<file path="src/rtl/UART_pkg.sv">
// Shared UART definitions: receiver/transmitter state encoding.
package UART_pkg;

  typedef enum logic [2:0] {
    IDLE,
    START,
    DATA,
    PARITY,
    STOP
  } state_t;

endpackage

</file>
<file path="src/rtl/uart_rx.sv">
// Serial-to-parallel UART receiver: synchronises rx, finds start bits, samples
// each bit at its centre and presents every word with a one-cycle valid pulse.
module uart_rx #(
  parameter int CLK_FREQ   = 50_000_000,
  parameter int BAUD_RATE  = 115_200,
  parameter int OVERSAMPLE = 16,
  parameter int DATA_BITS  = 8,
  parameter int PARITY_EN  = 0,
  parameter int PARITY_ODD = 0
) (
  input  logic                 clk,
  input  logic                 rst,
  input  logic                 rx,
  output logic [DATA_BITS-1:0] rx_data,
  output logic                 rx_valid,
  output logic                 parity_err,
  output logic                 frame_err,
  output logic                 busy
);

  localparam int DIV = (CLK_FREQ + (BAUD_RATE * OVERSAMPLE) / 2) / (BAUD_RATE * OVERSAMPLE);
  localparam int TW  = (DIV > 1) ? $clog2(DIV) : 1;
  localparam int SW  = $clog2(OVERSAMPLE);

  localparam logic [TW-1:0] TICK_LAST = TW'(DIV - 1);
  localparam logic [SW-1:0] S_MID     = SW'(OVERSAMPLE / 2 - 1);
  localparam logic [SW-1:0] S_LAST    = SW'(OVERSAMPLE - 1);
  localparam logic [3:0]    BIT_LAST  = 4'(DATA_BITS - 1);
  localparam logic          ODD       = (PARITY_ODD != 0);
  localparam logic          PAR_ON    = (PARITY_EN != 0);

  UART_pkg::state_t state;

  logic                 rx_meta;
  logic                 rx_s;
  logic                 rx_d;
  logic [TW-1:0]        tick_cnt;
  logic                 tick;
  logic                 fall;
  logic [SW-1:0]        s;
  logic [3:0]           bit_cnt;
  logic [DATA_BITS-1:0] shift;
  logic                 perr;
  logic                 done;

  assign tick = (tick_cnt == TICK_LAST);
  assign fall = rx_d & ~rx_s;

  // Two-flop synchroniser plus one delayed copy for falling-edge detection.
  always_ff @(posedge clk or posedge rst) begin
    if (rst) begin
      rx_meta <= 1'b1;
      rx_s    <= 1'b1;
      rx_d    <= 1'b1;
    end else begin
      rx_meta <= rx;
      rx_s    <= rx_meta;
      rx_d    <= rx_s;
    end
  end

  // Oversample tick generator, phase-locked to each detected start edge.
  always_ff @(posedge clk or posedge rst) begin
    if (rst) begin
      tick_cnt <= '0;
    end else if ((state == UART_pkg::IDLE) && fall) begin
      tick_cnt <= '0;
    end else if (tick) begin
      tick_cnt <= '0;
    end else begin
      tick_cnt <= tick_cnt + 1'b1;
    end
  end

  // Once s is re-zeroed at the middle of the start bit, every later wrap of s
  // lands a full bit period on, i.e. at the centre of the next bit.
  always_ff @(posedge clk or posedge rst) begin
    if (rst) begin
      state      <= UART_pkg::IDLE;
      s          <= '0;
      bit_cnt    <= '0;
      shift      <= '0;
      perr       <= 1'b0;
      done       <= 1'b0;
      rx_valid   <= 1'b0;
      rx_data    <= '0;
      parity_err <= 1'b0;
      frame_err  <= 1'b0;
      busy       <= 1'b0;
    end else begin
      done     <= 1'b0;
      rx_valid <= done;
      case (state)
        UART_pkg::IDLE: begin
          if (fall) begin
            state <= UART_pkg::START;
            s     <= '0;
            busy  <= 1'b1;
          end
        end
        UART_pkg::START: begin
          if (tick) begin
            if (s == S_MID) begin
              if (rx_s) begin
                state <= UART_pkg::IDLE;
                busy  <= 1'b0;
              end else begin
                state   <= UART_pkg::DATA;
                s       <= '0;
                bit_cnt <= '0;
              end
            end else begin
              s <= s + 1'b1;
            end
          end
        end
        UART_pkg::DATA: begin
          if (tick) begin
            if (s == S_LAST) begin
              s     <= '0;
              shift <= {rx_s, shift[DATA_BITS-1:1]};
              if (bit_cnt == BIT_LAST) begin
                state <= PAR_ON ? UART_pkg::PARITY : UART_pkg::STOP;
              end else begin
                bit_cnt <= bit_cnt + 1'b1;
              end
            end else begin
              s <= s + 1'b1;
            end
          end
        end
        UART_pkg::PARITY: begin
          if (tick) begin
            if (s == S_LAST) begin
              s     <= '0;
              perr  <= rx_s ^ (^shift) ^ ODD;
              state <= UART_pkg::STOP;
            end else begin
              s <= s + 1'b1;
            end
          end
        end
        UART_pkg::STOP: begin
          if (tick) begin
            if (s == S_LAST) begin
              s          <= '0;
              rx_data    <= shift;
              parity_err <= PAR_ON & perr;
              frame_err  <= ~rx_s;
              done       <= 1'b1;
              state      <= UART_pkg::IDLE;
              busy       <= 1'b0;
            end else begin
              s <= s + 1'b1;
            end
          end
        end
        default: begin
          state <= UART_pkg::IDLE;
          busy  <= 1'b0;
        end
      endcase
    end
  end

endmodule
</file>
<file path="config.mk">
export PLATFORM = sky130hd
export DESIGN_NAME = uart_rx
export DESIGN_NICKNAME = d
export VERILOG_FILES = /design/src/rtl/UART_pkg.sv /design/src/rtl/uart_rx.sv
export SDC_FILE = /design/constraint.sdc
export NUM_CORES = 1
export LEC_CHECK = 0
export BUFFER_PORTS_ARGS = -buffer_cell sky130_fd_sc_hd__buf_2
export CAP_MARGIN = 20
export CORE_MARGIN = 2
export CORE_UTILIZATION = 60
export CTS_CLUSTER_SIZE = 8
export DETAILED_ROUTE_END_ITERATION = 8
export PLACE_DENSITY = 0.89
export SYNTH_ARGS = -nofsm -noshare
export SYNTH_HDL_FRONTEND = slang
export SYNTH_SLANG_ARGS = --single-unit
</file>
<file path="constraint.sdc">
create_clock -name clk -period 4.1 [get_ports clk]
set_input_delay 1.23 -clock clk [delete_from_list [all_inputs] [get_ports clk]]
set_output_delay 1.23 -clock clk [all_outputs]
set_load 0.005 [all_outputs]
</file>
==> run_results.csv, run 1 <==
group,metric,value,unit
yosys,synth-seq-cells,39,
die,die_y,59.6,um
finish,nets,176,
yosys,ys.flop_type,"dfrtp_1",
setup_path,worst-path-buf-inv,1,
die,dieArea,3560,um^2
setup_path,rrSetupSlack,2090,ps
yosys,synth_cell_types,50,
clock_network,clk_path_buf_depth,2,
setup_path,reg2regPathDepth,6,
yosys,synth-edff-count,0,
sta,finalCritPeriodShare,51.3,%
detailed_routing,highest_layer,"met4",
sta,max_clock_freq,476,MHz
setup_path,crit_start,"rx_data[0]",
detailed_routing,wl_met1,1550,um
global_route,grt_first_pass_wirelength,5680,um
sta,setup_tns,0,ps
sta,tightest_slew,583,ps
setup_path,cp_slowest_stage_delay,400,ps
clock_network,cts_root_buf,"clkbuf_4",
finish,num-fill-cells,221,
die,coreArea,3000,um^2
die,placementRows,20,
power_and_ir_drop,pwr-share-comb,22.7,%
global_route,antenna_found_initial,0,
placement,dp_worst_setup_slack,2030,ps
die,fp.dieW,59.6,um
setup_path,path_cells,"buf_2",
setup_path,slowest_stage,"dfrtp_1",
detailed_routing,drc,0,
yosys,synth_area_leaders,"dfrtp_1, mux2_2, dfstp_2",
sta,hold_viol,0,
yosys,syn_avg_cell_area,12.1,um^2
global_route,track_usage,21.8,%
detailed_routing,vias,1281,
setup_path,r2r-end,"rx_data[4]",
clock_network,clock_latency,340,ps
setup_path,critical_path.top_delay_family,"flip-flops",
placement,gp_congestion,0.858,
power_and_ir_drop,p_per_area,436,nW/um^2
detailed_routing,wl,3280,um
global_route,overflow,0,
yosys,synth.top_cell.area_share,48.5,%
power_and_ir_drop,max-vdd-ir-drop,0.000384,V
power_and_ir_drop,cellLeakagePower,0.981,nW
setup_path,startpoint_type,"register",
die,initial_core_util,61.8,%
yosys,synth_nets,161,
status,status,"finished, final reports clean",
yosys,async_reset_ff_share,100,%
yosys,syn-instance-count,154,
yosys,yosys_warnings,0,
run,drv_cap,0,
clock_network,htreeDepth,2,
sta,rsz0062_at_grt,"no",
sta,min_period,2100,ps
power_and_ir_drop,seqPwrFrac,55.9,%
setup_path,r2r_start,"tick_cnt[0]",
sta,setup_viol,0,
setup_path,endpoint_kind,"output port",
yosys,yosys.area.top_type,"dfrtp_1",
die,io_pins,15,
clock_network,holdBufCountCts,0,
clock_network,cts_tree,"done",
setup_path,path_depth,1,
sta,fin_ws,2000,ps
detailed_routing,first_pass_iters,4,
yosys,synth_area,1860,um^2
worst_hold_path,hold_class,"register to register",
yosys,synth_common_cells,"dfrtp_1, mux2_2, nand3_1, nor2_1, inv_1",
finish,fin_cells,203,
sta,finClkSkew,19.1,ps
sta,slew_violations,0,
power_and_ir_drop,p_int,0.583,mW
finish,num_antenna_cells,0,
detailed_routing,dr_wl_met2,1560,um
detailed_routing,via_per_inst,6.31,
power_and_ir_drop,p_switching,0.283,mW
power_and_ir_drop,clkPwrFrac,21.3,%
yosys,synth.most_common_cell,"dfrtp_1",
clock_network,cts_sinks,39,
clock_network,cts_buffers,5,
placement,placedCellCount,195,
setup_path,cp-endpoint,"rx_data[0]",
sta,slew_headroom,61.1,%
setup_path,crit_fanout,2,
clock_network,cts_resized,0,
setup_path,timing_worst_setup_path_type,"register to output port",
detailed_routing,ant_nets,0,
setup_path,worst_ep_required_time,2870,ps
placement,port_buffers,13,
clock_network,path_clk_slew,110,ps
detailed_routing,dr_wl_met3,121,um
detailed_routing,post_drt_wl_per_cell,16.2,um
detailed_routing,drtIter0Drc,50,
global_route,first_global_vias,1228,
clock_network,post_cts_buffers,0,
global_route,grt_max_degree,25,
power_and_ir_drop,power,0.866,mW
yosys,synth_seq_area_share,52.8,%
setup_path,cp.arrival,870,ps
finish,drive_gt1_share,30.6,%
power_and_ir_drop,swShare,32.7,%
finish,area_growth_syn_to_layout,7.01,%
placement,dp.final_hpwl,2370,um
## power groups by stage
stage / clock network, mW / registers [mW] / logic [mW]
4_1_cts: 0.191 / 0.484 / 0.196
6_report: 0.185 / 0.484 / 0.197
3_3_place_gp: 0 / 0.487 / 0.183
2_1_floorplan: 0 / 0.473 / 0.177
3_5_place_dp: 0 / 0.491 / 0.195
5_1_grt: 0.207 / 0.494 / 0.221
## cell type report
type	instances	area, um^2	area share, %
flip-flops and latches	39	980	49.3
multi-input cells	103	817	41.1
repair buffers	14	72.6	3.65
clock buffers	6	41.3	2.08
well taps	33	41.3	2.08
inverters	6	22.5	1.13
clock inverters	2	12.5	0.630
## stage by stage
stage | area [um^2] | hold slack [ps] | util [%]
finish | 1990 | 361 | 66.2
global route | 1990 | 370 | 66.2
CTS | 1990 | 362 | 66.2
detailed placement | 1930 | 338 | 64.4
global placement | 1930 | 336 | 64.4
floorplan | 1860 | 331 | -
## worst min path at each step
| stage | start | endpoint | slack (ps) | cells after the start |
|---|---|---|---|---|
| after detailed placement | done | rx_valid | 340 | 0 |
| after CTS | rx_meta | rx_s | 360 | 0 |
| after floorplan | done | rx_valid | 330 | 0 |
| after global placement | done | rx_valid | 340 | 0 |
| final | rx_meta | rx_s | 360 | 0 |
| after global routing | rx_meta | rx_s | 370 | 0 |
## logic make-up after synthesis
group	count (synthesis)	synth area share (%)
compound gates	31	13.2
buf+inv	12	3.23
other cells	1	0.202
fa+ha+maj	4	2.70
xor+xnor	4	1.89
mux	17	10.3
flops	39	52.8
simple gates	46	15.7
## per-layer routing
layer | track usage, % | vias to the layer above
met5 | 0 | -
met4 | 7.94 | 0
met3 | 5.24 | 7
met2 | 33.6 | 37
met1 | 30.4 | 643
li1 | - | 594
## layout by cell type, fill, tap and decap left out, types with 2 or more instances in the layout
| cell type | count |
|---|---|
| mux2_2 | 17 |
| clkbuf_4 | 5 |
| nor3_1 | 2 |
| nand4b_1 | 2 |
| inv_1 | 6 |
| o31ai_1 | 4 |
| dfstp_2 | 3 |
| xor2_1 | 2 |
| o211ai_2 | 2 |
| o21ai_0 | 4 |
| a21oi_1 | 3 |
| dfrtp_1 | 36 |
| nand3b_1 | 3 |
| and2_1 | 2 |
| o211ai_1 | 2 |
| or3b_1 | 3 |
| o22ai_1 | 2 |
| nand3_1 | 8 |
| o2bb2ai_1 | 2 |
| nor2_1 | 8 |
| xnor2_1 | 2 |
| nand2b_1 | 2 |
| nand2_1 | 3 |
| a31oi_1 | 3 |
| buf_2 | 13 |
| nor2_4 | 2 |
| ha_1 | 4 |
| and3_1 | 2 |
## state kept, by name (all words and copies together), names as in the netlist
register,count
bit_cnt,4
busy,1
done,1
frame_err,1
rx_d,1
rx_data,8
rx_meta,1
rx_s,1
rx_valid,1
s,4
shift,8
state,3
tick_cnt,5
Power figures use the tool's default switching activity.
==> run 2, diff against run 1 <==
--- a/config.mk
+++ b/config.mk
@@ -8,10 +8,10 @@
 export BUFFER_PORTS_ARGS = -buffer_cell sky130_fd_sc_hd__buf_2
 export CAP_MARGIN = 20
 export CORE_MARGIN = 2
-export CORE_UTILIZATION = 60
+export CORE_UTILIZATION = 58
 export CTS_CLUSTER_SIZE = 8
 export DETAILED_ROUTE_END_ITERATION = 8
-export PLACE_DENSITY = 0.89
+export PLACE_DENSITY = 0.87
 export SYNTH_ARGS = -nofsm -noshare
 export SYNTH_HDL_FRONTEND = slang
 export SYNTH_SLANG_ARGS = --single-unit
==> constraint.sdc (replaced) <==
create_clock -name clk -period 2 [get_ports clk]
set_input_delay 0.6 -clock clk [delete_from_list [all_inputs] [get_ports clk]]
set_output_delay 0.6 -clock clk [all_outputs]
set_load 0.005 [all_outputs]
==> run_results.csv, run 2 (synthesis results as in run 1) <==
group,metric,value,unit
status,status,"finished, final reports clean",
global_route,grt_max_degree,40,
power_and_ir_drop,max-vdd-ir-drop,0.000944,V
setup_path,r2r-end,"frame_err",
placement,gp_congestion,0.959,
finish,drive_gt1_share,32.8,%
setup_path,worst_ep_required_time,2240,ps
sta,rsz0062_at_grt,"no",
sta,setup_tns,0,ps
clock_network,cts_resized,0,
setup_path,cp.arrival,2070,ps
sta,setup_viol,0,
detailed_routing,via_per_inst,5.86,
finish,num-fill-cells,241,
clock_network,cts_buffers,5,
setup_path,endpoint_kind,"register",
setup_path,rrSetupSlack,160,ps
global_route,antenna_found_initial,0,
placement,port_buffers,13,
die,fp.dieW,60.6,um
sta,max_clock_freq,544,MHz
placement,placedCellCount,210,
die,initial_core_util,60.8,%
finish,num_antenna_cells,0,
setup_path,r2r_start,"tick_cnt[0]",
clock_network,clk_path_buf_depth,2,
detailed_routing,drc,0,
clock_network,post_cts_buffers,0,
sta,finClkSkew,12.5,ps
global_route,overflow,0,
global_route,grtUsageMet1,27.5,%
finish,layout_commonest_cell,"dfrtp_1",
detailed_routing,ant_nets,0,
clock_network,holdBufCountCts,0,
finish,area_growth_syn_to_layout,10.8,%
detailed_routing,drtIter0Drc,69,
run,drv_cap,0,
global_route,grtUsageMet3,4.69,%
setup_path,reg2regPathDepth,6,
worst_hold_path,hold_class,"input pin to async pin",
clock_network,cts_sinks,39,
power_and_ir_drop,cellLeakagePower,1.02,nW
setup_path,startpoint_type,"register",
power_and_ir_drop,p_per_area,942,nW/um^2
clock_network,clock_latency,350,ps
die,io_pins,15,
sta,slew_violations,0,
global_route,use_met2,36.6,%
die,placementRows,20,
global_route,top_usage_layer,"met2",
detailed_routing,post_drt_wl_per_cell,15.6,um
finish,regArea,980,um^2
placement,dp.final_hpwl,2500,um
die,dieArea,3670,um^2
die,die_y,60.6,um
sta,finalCritPeriodShare,91.8,%
global_route,first_global_vias,1268,
clock_network,cts_tree,"done",
detailed_routing,first_pass_iters,4,
clock_network,cts_root_buf,"clkbuf_4",
setup_path,timing_worst_setup_path_type,"register to register",
finish,reg_top3,"rx_data (8), shift (8), tick_cnt (5)",
finish,fin_cells,218,
finish,multi_input_area,817,um^2
detailed_routing,vias,1278,
clock_network,path_clk_slew,120,ps
sta,hold_viol,0,
setup_path,crit_fanout,10,
finish,mostFrequentLayoutCells,"dfrtp_1, mux2_2, buf_2, nor2_1, nand3_1",
global_route,track_usage,21.9,%
global_route,grt_first_pass_wirelength,5840,um
sta,min_period,1840,ps
die,coreArea,3050,um^2
clock_network,htreeDepth,2,
finish,nets,180,
detailed_routing,wl,3410,um
==> run 2: changes by cell type in the layout (fill, tap and decap cells not counted), sizes merged <==
cell      before  now
clkbuf         6    5
buf           14   18
clkinv         1    2
clkinvlp       1    0
bufinv         0    1
==> run 2: area by class of cell <==
class / instances / share of cell area [%]
Clock inverter: 3 / 2.13
Sequential cell: 39 / 47.6
Multi-Input combinational cell: 103 / 39.7
Timing Repair Buffer: 18 / 4.98
Tap cell: 44 / 2.67
Clock buffer: 5 / 1.82
Inverter: 6 / 1.09
==> run 2: layer usage <==
| metal | part of all wire [%] | vias up |
|---|---|---|
| met5 | 0 | - |
| met4 | 2.2 | 0 |
| met3 | 3.3 | 9 |
| met2 | 52 | 30 |
| met1 | 43 | 636 |
| li1 | - | 603 |
==> run 2: worst max-delay path by stage <==
stage                      startpoint  slack, ps  cells after the start          to
final                     tick_cnt[0]        160                      6   frame_err
after global routing         state[1]         40                      4  bit_cnt[2]
after detailed placement  tick_cnt[0]        170                      6  rx_data[5]
after global placement    tick_cnt[0]        260                      6  rx_data[6]
after floorplan           tick_cnt[0]        270                      7   frame_err
after CTS                 tick_cnt[0]        160                      6  rx_data[5]
==> run 2: stage by stage <==
step / area, um^2 / util (%) / hold WS (ps) / setup slack [ps] / total power [mW]
after floorplan: 1860 / - / 331 / 275 / 1.33
after global placement: 1980 / 64.8 / 332 / 260 / 1.38
after detailed placement: 1980 / 64.8 / 347 / 167 / 1.43
after CTS: 2060 / 67.4 / 345 / 161 / 1.95
after global routing: 2060 / 67.4 / 331 / 42.7 / 2.05
final: 2060 / 67.4 / 344 / 163 / 1.94
==> run 2: critical path: stages (launching register included) <==
cell and delay (ps):
dfrtp_1 430, inv_1 80, ha_1 160, and4b_1 240, nand2_2 140, nor2_4 310, mux2_2 370
==> run 2: where the power goes <==
part | internal [mW] | switching, mW
clock network | 0.263 | 0.257
registers | 0.888 | 0.107
logic | 0.183 | 0.241
==> run 3, diff against run 2 <==
--- a/config.mk
+++ b/config.mk
@@ -7,6 +7,7 @@
 export LEC_CHECK = 0
 export BUFFER_PORTS_ARGS = -buffer_cell sky130_fd_sc_hd__buf_2
 export CAP_MARGIN = 20
+export CORE_ASPECT_RATIO = 1.75
 export CORE_MARGIN = 2
 export CORE_UTILIZATION = 58
 export CTS_CLUSTER_SIZE = 8
==> run_results.csv, run 3 (synthesis results as in run 1) <==
group,metric,value,unit
clock_network,cts_buffers,5,
run,drv_cap,0,
detailed_routing,drc,0,
global_route,first_global_vias,1364,
sta,finalCritPeriodShare,91.8,%
global_route,antenna_found_initial,0,
placement,dp.final_hpwl,2570,um
finish,reg_top3,"rx_data (8), shift (8), tick_cnt (5)",
detailed_routing,drtIter0Drc,31,
worst_hold_path,hold_class,"input pin to async pin",
clock_network,post_cts_buffers,0,
setup_path,worst_ep_required_time,2160,ps
power_and_ir_drop,p_per_area,953,nW/um^2
status,status,"finished, final reports clean",
clock_network,path_clk_slew,70,ps
finish,mostFrequentLayoutCells,"dfrtp_1, mux2_2, buf_2, nor2_1, nand3_1",
clock_network,cts_resized,0,
sta,setup_tns,0,ps
placement,port_buffers,13,
clock_network,cts_sinks,39,
clock_network,htreeDepth,2,
detailed_routing,post_drt_wl_per_cell,16.8,um
global_route,grt_first_pass_wirelength,6360,um
global_route,grt_max_degree,31,
finish,num-fill-cells,223,
detailed_routing,highest_layer,"met4",
power_and_ir_drop,max-vdd-ir-drop,0.000962,V
placement,gp_congestion,0.848,
die,dieArea,3690,um^2
sta,setup_viol,0,
die,fp.dieW,46.8,um
detailed_routing,dr_wl_met2,2100,um
setup_path,endpoint_kind,"register",
global_route,track_usage,24.0,%
finish,utilization,67.0,%
sta,min_period,1840,ps
sta,max_clock_freq,545,MHz
clock_network,cts_root_buf,"clkbuf_8",
clock_network,holdBufCountCts,0,
detailed_routing,wl,3650,um
setup_path,slowest_stage,"dfrtp_1",
detailed_routing,vias,1283,
clock_network,clock_latency,290,ps
finish,nets,181,
sta,slew_violations,0,
power_and_ir_drop,power,1.99,mW
clock_network,clk_path_buf_depth,2,
die,placementRows,27,
setup_path,path_cells,"inv_1 > ha_1 > and4b_1 > nand2_2 > nor2_4 > mux2_2",
finish,regArea,980,um^2
detailed_routing,dr_wl_met3,142,um
setup_path,cp_slowest_stage_delay,420,ps
finish,num_antenna_cells,0,
sta,hold_viol,0,
power_and_ir_drop,cellLeakagePower,1.03,nW
sta,rsz0062_at_grt,"no",
finish,multi_input_area,817,um^2
detailed_routing,wl_met1,1340,um
sta,finClkSkew,7.16,ps
detailed_routing,via_per_inst,5.91,
detailed_routing,ant_nets,0,
setup_path,crit_fanout,10,
die,initial_core_util,59.7,%
die,coreArea,3110,um^2
setup_path,startpoint_type,"register",
clock_network,cts_tree,"done",
die,die_y,78.9,um
finish,layout_commonest_cell,"dfrtp_1",
finish,area_growth_syn_to_layout,12.2,%
global_route,overflow,0,
finish,drive_gt1_share,32.8,%
setup_path,cp.arrival,2000,ps
setup_path,timing_worst_setup_path_type,"register to register",
die,io_pins,15,
detailed_routing,first_pass_iters,4,
[run 3: report_power, final]
group | internal [mW] | leakage (nW) | switching, mW
clock network | 0.270 | 0.0470 | 0.251
registers | 0.888 | 0.503 | 0.117
logic | 0.201 | 0.481 | 0.258
total | 1.36 | 1.03 | 0.627
[run 3: worst paths after layout]
kind / depth (start not counted) / endpoint / startpoint / slack, ps
max: 6 / rx_data[6] / tick_cnt[0] / 160
min reg2reg: 0 / rx_s / rx_meta / 360
min in group clk: 0 / rx_s / rx_meta / 360
max in group asynchronous: 3 / rx_meta / rst / 1120
max reg2reg: 6 / rx_data[6] / tick_cnt[0] / 160
min: 2 / s[2] / rst / 300
[run 3: metal layers]
| layer | vias to the layer above | global-route usage (%) |
|---|---|---|
| li1 | 600 | - |
| met1 | 641 | 26.9 |
| met2 | 35 | 41.2 |
| met3 | 7 | 5.23 |
| met4 | 0 | 10.8 |
| met5 | - | 0 |
[run 3: worst max-delay path: cells and delay by family (launching register included)]
kind,cells,cell delay [ps]
mux,1,380
fa+ha+maj,1,170
simple gates,3,680
buf+inv,1,70
flops,1,420
[run 3: layout make-up]
type	count	share of cell area (%)
Timing Repair Buffer	19	5.89
Tap cell	43	2.58
Clock buffer	6	3.96
Clock inverter	1	0.240
Inverter	6	1.08
Sequential cell	39	47.0
Multi-Input combinational cell	103	39.2
[run 3: per-stage QoR]
stage | hold WS (ps) | setup WS [ps] | instances | cell area [um^2]
finish | 302 | 164 | 217 | 2080
global route | 335 | 53.9 | 217 | 2080
CTS | 315 | 145 | 217 | 2080
detailed placement | 337 | 193 | 210 | 2000
global placement | 342 | 258 | 210 | 2000
floorplan | 331 | 275 | 154 | 1860
